File: src/rtl/evg_heartbeat_generator.sv
// Heartbeat and sequence-start timing source for the event generator, evgTxClk domain.
// Strobes are registered one clock after counter expiry or a marker edge; there is no backpressure.
module evg_heartbeat_generator #(
  parameter int INTERVAL_WIDTH    = 32,
  parameter int SEQ_DIVIDER_WIDTH = 8,
  parameter int COUNT_WIDTH       = 16
) (
  input  logic                         evgTxClk,
  input  logic                         evgTxRst,
  input  logic                         enable,
  input  logic                         resyncEnable,
  input  logic [INTERVAL_WIDTH-1:0]    hbInterval,
  input  logic [1:0]                   seqMode,
  input  logic [SEQ_DIVIDER_WIDTH-1:0] seqDivider,
  input  logic                         seqArm,
  input  logic                         externalSync_a,
  output logic                         evgHeartbeatRequest,
  output logic                         evgSequenceStart,
  output logic                         armed,
  output logic                         synced,
  output logic [COUNT_WIDTH-1:0]       heartbeatCount,
  output logic [COUNT_WIDTH-1:0]       misalignCount,
  output logic [INTERVAL_WIDTH-1:0]    lastSyncOffset
);

  typedef enum logic [1:0] {
    ST_IDLE      = 2'd0,
    ST_WAIT_SYNC = 2'd1,
    ST_RUN       = 2'd2
  } state_t;

  localparam logic [1:0] MODE_OFF      = 2'd0;
  localparam logic [1:0] MODE_PERIODIC = 2'd1;
  localparam logic [1:0] MODE_SINGLE   = 2'd2;

  state_t                         state_q, state_d;
  logic                           sync_meta_q, sync_q, sync_prev_q, mark_edge_q;
  logic [INTERVAL_WIDTH-1:0]      cnt_q, cnt_d, reload;
  logic [INTERVAL_WIDTH-1:0]      offset_q, offset_d;
  logic [SEQ_DIVIDER_WIDTH-1:0]   div_q, div_d;
  logic [1:0]                     mode_q, mode_eff;
  logic                           hb_q, hb_d, seq_q, seq_d;
  logic                           armed_q, armed_d, synced_q, synced_d;
  logic [COUNT_WIDTH-1:0]         hb_cnt_q, hb_cnt_d, mis_cnt_q, mis_cnt_d;
  logic                           expiry;

  // Reserved mode 3 behaves as off; an interval of 0 would never let the strobe drop.
  assign mode_eff = (seqMode == 2'd3) ? MODE_OFF : seqMode;
  assign reload   = (hbInterval == '0) ? INTERVAL_WIDTH'(1) : hbInterval;

  // Two-flop synchronizer followed by a registered rising-edge detect.
  always_ff @(posedge evgTxClk or posedge evgTxRst) begin
    if (evgTxRst) begin
      sync_meta_q <= 1'b0;
      sync_q      <= 1'b0;
      sync_prev_q <= 1'b0;
      mark_edge_q <= 1'b0;
    end else begin
      sync_meta_q <= externalSync_a;
      sync_q      <= sync_meta_q;
      sync_prev_q <= sync_q;
      mark_edge_q <= sync_q & ~sync_prev_q;
    end
  end

  always_comb begin
    state_d   = state_q;
    cnt_d     = cnt_q;
    hb_d      = 1'b0;
    offset_d  = offset_q;
    synced_d  = synced_q;
    mis_cnt_d = mis_cnt_q;
    expiry    = (cnt_q == '0);
    unique case (state_q)
      ST_IDLE: begin
        cnt_d = '0;
        if (enable) begin
          if (resyncEnable) begin
            state_d = ST_WAIT_SYNC;
          end else begin
            state_d = ST_RUN;
            cnt_d   = reload;
          end
        end
      end
      ST_WAIT_SYNC: begin
        if (mark_edge_q) begin
          hb_d     = 1'b1;
          cnt_d    = reload;
          offset_d = '0;
          synced_d = 1'b1;
          state_d  = ST_RUN;
        end
      end
      ST_RUN: begin
        hb_d  = expiry;
        cnt_d = expiry ? reload : cnt_q - INTERVAL_WIDTH'(1);
        // A marker on the expiry cycle merges with the natural heartbeat.
        if (resyncEnable && mark_edge_q) begin
          hb_d     = 1'b1;
          cnt_d    = reload;
          offset_d = cnt_q;
          synced_d = 1'b1;
          if (!expiry && (mis_cnt_q != '1)) begin
            mis_cnt_d = mis_cnt_q + COUNT_WIDTH'(1);
          end
        end
      end
      default: state_d = ST_IDLE;
    endcase
    if (!enable) begin
      state_d  = ST_IDLE;
      cnt_d    = '0;
      hb_d     = 1'b0;
      synced_d = 1'b0;
    end
  end

  always_comb begin
    seq_d    = 1'b0;
    div_d    = div_q;
    armed_d  = armed_q;
    hb_cnt_d = hb_cnt_q;
    if (hb_d) begin
      hb_cnt_d = hb_cnt_q + COUNT_WIDTH'(1);
      if (mode_eff == MODE_PERIODIC) begin
        seq_d = (div_q == seqDivider);
        div_d = seq_d ? '0 : div_q + SEQ_DIVIDER_WIDTH'(1);
      end else if (mode_eff == MODE_SINGLE) begin
        seq_d   = armed_q;
        armed_d = 1'b0;
      end
    end
    // An arm on the heartbeat cycle survives the clear and waits for the next one.
    if (seqArm && (mode_eff == MODE_SINGLE)) begin
      armed_d = 1'b1;
    end
    if (!enable || (mode_eff != MODE_SINGLE)) begin
      armed_d = 1'b0;
    end
    if (!enable || (mode_eff != mode_q)) begin
      div_d = '0;
    end
  end

  always_ff @(posedge evgTxClk or posedge evgTxRst) begin
    if (evgTxRst) begin
      state_q   <= ST_IDLE;
      cnt_q     <= '0;
      div_q     <= '0;
      mode_q    <= MODE_OFF;
      hb_q      <= 1'b0;
      seq_q     <= 1'b0;
      armed_q   <= 1'b0;
      synced_q  <= 1'b0;
      hb_cnt_q  <= '0;
      mis_cnt_q <= '0;
      offset_q  <= '0;
    end else begin
      state_q   <= state_d;
      cnt_q     <= cnt_d;
      div_q     <= div_d;
      mode_q    <= mode_eff;
      hb_q      <= hb_d;
      seq_q     <= seq_d;
      armed_q   <= armed_d;
      synced_q  <= synced_d;
      hb_cnt_q  <= hb_cnt_d;
      mis_cnt_q <= mis_cnt_d;
      offset_q  <= offset_d;
    end
  end

  assign evgHeartbeatRequest = hb_q;
  assign evgSequenceStart    = seq_q;
  assign armed               = armed_q;
  assign synced              = synced_q;
  assign heartbeatCount      = hb_cnt_q;
  assign misalignCount       = mis_cnt_q;
  assign lastSyncOffset      = offset_q;

endmodule

File: config.mk
export PLATFORM = sky130hd
export DESIGN_NAME = evg_heartbeat_generator
export DESIGN_NICKNAME = d
export VERILOG_FILES = /design/src/rtl/evg_heartbeat_generator.sv
export SDC_FILE = /design/constraint.sdc
export NUM_CORES = 1
export LEC_CHECK = 0
export CORE_ASPECT_RATIO = 0.7
export CORE_UTILIZATION = 30
export DETAILED_ROUTE_END_ITERATION = 10
export PLACE_DENSITY = 0.52
export REMOVE_ABC_BUFFERS = 1
export SYNTH_ARGS = -nofsm -noshare
export SYNTH_HDL_FRONTEND = slang
export SYNTH_SLANG_ARGS = --single-unit
File: constraint.sdc
create_clock -name evgTxClk -period 3.5 [get_ports evgTxClk]
set_input_delay 0.7 -clock evgTxClk [delete_from_list [all_inputs] [get_ports evgTxClk]]
set_output_delay 0.7 -clock evgTxClk [all_outputs]
set_load 0.02 [all_outputs]
# Word level (Yosys, flattened, before mapping)

Cells that the tools add are included.

Reductions and logical operators: 22
Equal/unequal tests: 17
Add/subtract/negate cells: 4
Bitwise logic cells: 2
Multiplexer cells: 35

Operator list:

| operator              | count |
|---|---|
| $mux 32               | 8 |
| $pmux 32 s3           | 1 |
| $logic_not 32->1      | 2 |
| $pmux 32 s2           | 1 |
| $add 16x1->16 const B | 2 |
| $mux 8                | 4 |
| $sub 32x1->32 const B | 1 |
| $ne 16x16->1 const B  | 1 |
| $mux 1                | 14 |
| $reduce_and 3->1      | 4 |
| $add 8x1->8 const B   | 1 |
| $eq 8x8->1            | 1 |
| $mux 2                | 4 |
| $ne 2x2->1 const B    | 4 |
| $eq 2x2->1 const B    | 3 |
| $ne 3x1->1 const B    | 2 |
| $ne 3x3->1 const B    | 2 |
| $pmux 2 s3            | 1 |
| $reduce_and 2->1      | 3 |
| $reduce_bool 2->1     | 3 |
| $reduce_bool 3->1     | 2 |
| $eq 2x1->1 const B    | 2 |
| $ne 4x1->1 const B    | 1 |
| $pmux 1 s2            | 2 |
| 7 further kinds       | 11 |

Logic and storage cells: 95
Output and inout port bits: 68
Register bits after elaboration: 116
Input port bits: 48

# Longest topological paths before layout

Depth after elaboration: 8
Gate-level depth with buffers: 11
Mapped depth without buffers: 9

# Worst setup path after synthesis

Ideal clock, no wire load.

Path kind: flip-flop to flip-flop
From: register cnt_q[22]
To: register cnt_q[22]
Library setup time: 0.126 ns
Slack: 0.612 ns
Stages on the path, launching flop included: 10
Clock period less this slack: 2.888 ns
Arrival time: 2.762 ns
Path through: dfrtp_1 or4_4 or4_4 buf_6 nor4_4 or2_1 buf_4 buf_4 nor2_1 a221o_1

Word-level cells in the longest chain between the ends: 5
Elaborated cells between the ends (all ways): 6
Those cells by class: add/sub (1); mux (4); reduce/logical (1)

Ends and longest elaborated chain:

| item                                              | RTL line | source |
|---|---|---|
| from (decl)                                       | 38       | `logic [INTERVAL_WIDTH-1:0] cnt_q, cnt_d, reload;` |
| from (signal assigned)                            | 161      | `cnt_q <= cnt_d;` |
| $sub 32x1->32 or $logic_not 32->1 (tied branches) | 97, 73   |  |
| $mux 32 *                                         | 97       | `cnt_d = expiry ? reload : cnt_q - INTERVAL_WIDTH'(1);` |
| $mux 32 *                                         | 99       | `if (resyncEnable && mark_edge_q) begin` |
| $pmux 32 s3 *                                     | 74       | `unique case (state_q)` |
| $mux 32 *                                         | 111      | `if (!enable) begin` |

Mark *: on every way between the ends. The rest lies on a longest branch, timed or not.
A chain may end at the register's enable or synchronous reset.

# Worst setup path in the final report

From: register cnt_q[14]
To: register div_q[7]

Word-level cells in the longest chain between the ends: 6

Ends and longest elaborated chain:

| item                               | RTL line | source |
|---|---|---|
| $logic_not 32->1                   | 73       | `expiry = (cnt_q == '0);` |
| $mux 1                             | 99       |  |
| $pmux 1 s2                         | 74       |  |
| $mux 1                             | 111      |  |
| $reduce_bool 2->1 (no source line) | n/a      |  |
| $reduce_and 2->1 (no source line)  | n/a      |  |
| to (signal assigned)               | 162      | `div_q <= div_d;` |
| to (decl)                          | 40       | `logic [SEQ_DIVIDER_WIDTH-1:0] div_q, div_d;` |

Every way passes these cells.

==> flow_metrics.env <==
export IMPL_cp_end_kind="register"
export IMPL_antenna_left=0
export IMPL_die_x_um=171
export IMPL_cts_made_buffers=17
export IMPL_fillCellCount=1942
export IMPL_grt_ovfl_total=0
export IMPL_grt_pass1_wl_um=28300
export IMPL_crit_path_top_delay_cell="or4_1"
export IMPL_initial_core_util_pct=31.1
export IMPL_path_clk_slew_ps=60
export IMPL_grt_max_degree=50
export IMPL_tns_ps=0
export IMPL_setup_violations=0
export IMPL_cp_max_fo=11
export IMPL_cp_num_buf_inv=0
export IMPL_max_slew_margin_pct=29.8
export IMPL_num_rows=42
export IMPL_place_congestion=0.852
export IMPL_period_share_pct=90.4
export IMPL_route_detailed_drc=0
export IMPL_cap_violations=0
export IMPL_cts_sinks=116
export IMPL_cts_resized_gates=0
export IMPL_clockPowerShare_pct=30.4
export IMPL_areaGrowthSynthToFinish_pct=35.0
export IMPL_cp_slowest_stage_delay_ps=650
export IMPL_power_density_mw_per_mm2=743
export IMPL_viasPerCell=5.21
export IMPL_finalCriticalPeriod_ps=3170
export IMPL_crit_family="simple AND/OR/NAND/NOR gates"
export IMPL_whs_ps=355
export IMPL_num_vias=5329
export IMPL_postLayoutCoreUtil_pct=42.1
export IMPL_drv_slew=0
export IMPL_start_kind="register"
export IMPL_final_nets=802
export IMPL_power_leakage_nw=3.38
export IMPL_power_switching_mw=2.33
export IMPL_core_area_mm2=0.0192
export IMPL_cts_buffer_depth=2
export IMPL_fin_cells=1023
export IMPL_hp_class="reg2reg"
export IMPL_ys_warn_count=0
export IMPL_tightest_slew_ps=1050
export IMPL_path_cells="or4_1 > or4_4 > or4_4 > a2111o_1 > nor3_1 > a211o_1"
export IMPL_synth_avg_cell_area_um2=9.52
export IMPL_antenna_found_initial=0
export IMPL_yosysSeqAreaShare_pct=48.5
export IMPL_vdd_ir_drop_max_mv=0.361
export IMPL_firstDrtPassIters=5
export IMPL_pin_count=116
export IMPL_max_freq_mhz=316
export IMPL_arrival_ps=3530
export IMPL_seqPwrFrac_pct=30.6
export IMPL_wl_um=17600
export IMPL_switching_share_pct=38.7
export IMPL_die_area_mm2=0.0205
export IMPL_antenna_cells=0
export IMPL_synth_area_leaders="dfrtp_1, nand2_1, o21ai_0"
export IMPL_dieHeight_um=120
export IMPL_synth_top_area_cell="dfrtp_1"
export IMPL_async_flop_share_pct=100
export IMPL_post_cts_buffers=0
export IMPL_status="complete, no violations"
export IMPL_final_common_cell="dfrtp_1"
export IMPL_cp_required_ps=3860
export IMPL_hpwl_um=12600
export IMPL_drive_gt1_share_pct=8.56
export IMPL_clock_skew_ps=6.94
export IMPL_synth_edf_count=0
export IMPL_root_buffer="clkbuf_16"
export IMPL_synth_ff_type="dfrtp_1"
export IMPL_final_cell_mix="dfrtp_1, clkdlybuf4s50_1, nand2_1"
export IMPL_syn_inst=629
export IMPL_power_frac_comb_pct=39.0
export IMPL_syn_cell_area_mm2=0.00599
export IMPL_finalHoldViolations=0
export IMPL_cts_tree="yes"
export IMPL_place_inst=991
export IMPL_synth_top_cell_area_share_pct=48.5
export IMPL_crit_top_cell="or4_4"
export IMPL_ys_ff_latch=116
export IMPL_internal_power_mw=3.68
export IMPL_track_usage_pct=18.0
export IMPL_port_buffers=115
export IMPL_clk_latency_ps=420
export IMPL_critical_path_class="reg2reg"
export IMPL_post_drt_wl_per_cell_um=17.2
export IMPL_yosysUniqueCellTypes=59
export IMPL_rsz0062_at_grt="no"
export IMPL_cts_htree_levels=4
export IMPL_grt_pass1_vias=5138
export IMPL_drtIter0Drc=470
export IMPL_postCtsHoldBufs=0
metrics by stage:
stage / area (um2) / setup WS (ps) / power, mW
2_1_floorplan: 5830 / -1340 / 3.30
3_3_place_gp: 7470 / 354 / 4.14
6_report: 8090 / 335 / 6.01
4_1_cts: 8090 / 348 / 6.03
3_5_place_dp: 7470 / 294 / 4.18
5_1_grt: 8090 / 259 / 6.37
cell type report:
cell class                 count  area, um2  share of cell area (%)
inverter                      14       55.1                   0.681
clock buffer                  24        492                    6.08
multi-input combinational    465       2890                    35.8
clock inverter                 8        123                    1.52
timing repair buffer         132       1290                    16.0
sequential                   116       2900                    35.9
tap                          264        330                    4.08
power groups by stage:
stage          clock (mW)  combinational, mW  sequential [mW]
2_1_floorplan           0               1.43             1.87
3_5_place_dp            0               2.32             1.86
5_1_grt              1.93               2.56             1.88
4_1_cts              1.86               2.33             1.84
3_3_place_gp            0               2.30             1.84
6_report             1.83               2.34             1.84
registers in the layout (all words and copies together) (netlist names):
name and flops:
mode_q 2, sync_prev_q 1, misalignCount 16, armed 1, sync_q 1, cnt_q 32
sync_meta_q 1, heartbeatCount 16, evgHeartbeatRequest 1, synced 1, lastSyncOffset 32, state_q 2
div_q 8, evgSequenceStart 1, mark_edge_q 1
final timing paths:
path / startpoint / to / slack, ps / depth (start not counted)
setup / recovery: cnt_q[14] / div_q[7] / 330 / 6
max in group asynchronous: evgTxRst / lastSyncOffset[14] / 2170 / 3
hold reg to reg: sync_meta_q / sync_q / 350 / 0
setup reg to reg: cnt_q[14] / div_q[7] / 330 / 6
hold / removal: sync_meta_q / sync_q / 350 / 0
min in group asynchronous: evgTxRst / misalignCount[1] / 680 / 2
layer usage:
layer  global-route usage, %  share of wire, %  up-vias
met2                    24.6                41      163
met4                    6.25               1.2        0
met5                       0                 0        -
met3                    5.63               7.4       17
met1                    26.5                51     2615
li1                        -                 -     2534
Yosys cell counts, types with 13 or more instances:
cell	number
inv_1	13
a21oi_1	15
a221o_1	25
xnor2_1	30
nor4_1	24
nand2_1	94
o21ai_0	55
dfrtp_1	116
xor2_1	13
clkbuf_1	24
and3_1	13
nand3_1	16
nor2_1	33
nor3_1	19
nand4_1	21
cell families (layout without fill, tap and decap cells):
family	count (synthesis)	after routing	share of synthesized area, %
compound gates	138	138	16.0
fa+ha+maj	8	8	1.67
buf+inv	48	178	3.59
simple gates	275	275	23.8
mux	1	1	0.188
xor+xnor	43	43	6.29
flops	116	116	48.5
Note: power is estimated with default switching activity, not from simulation.
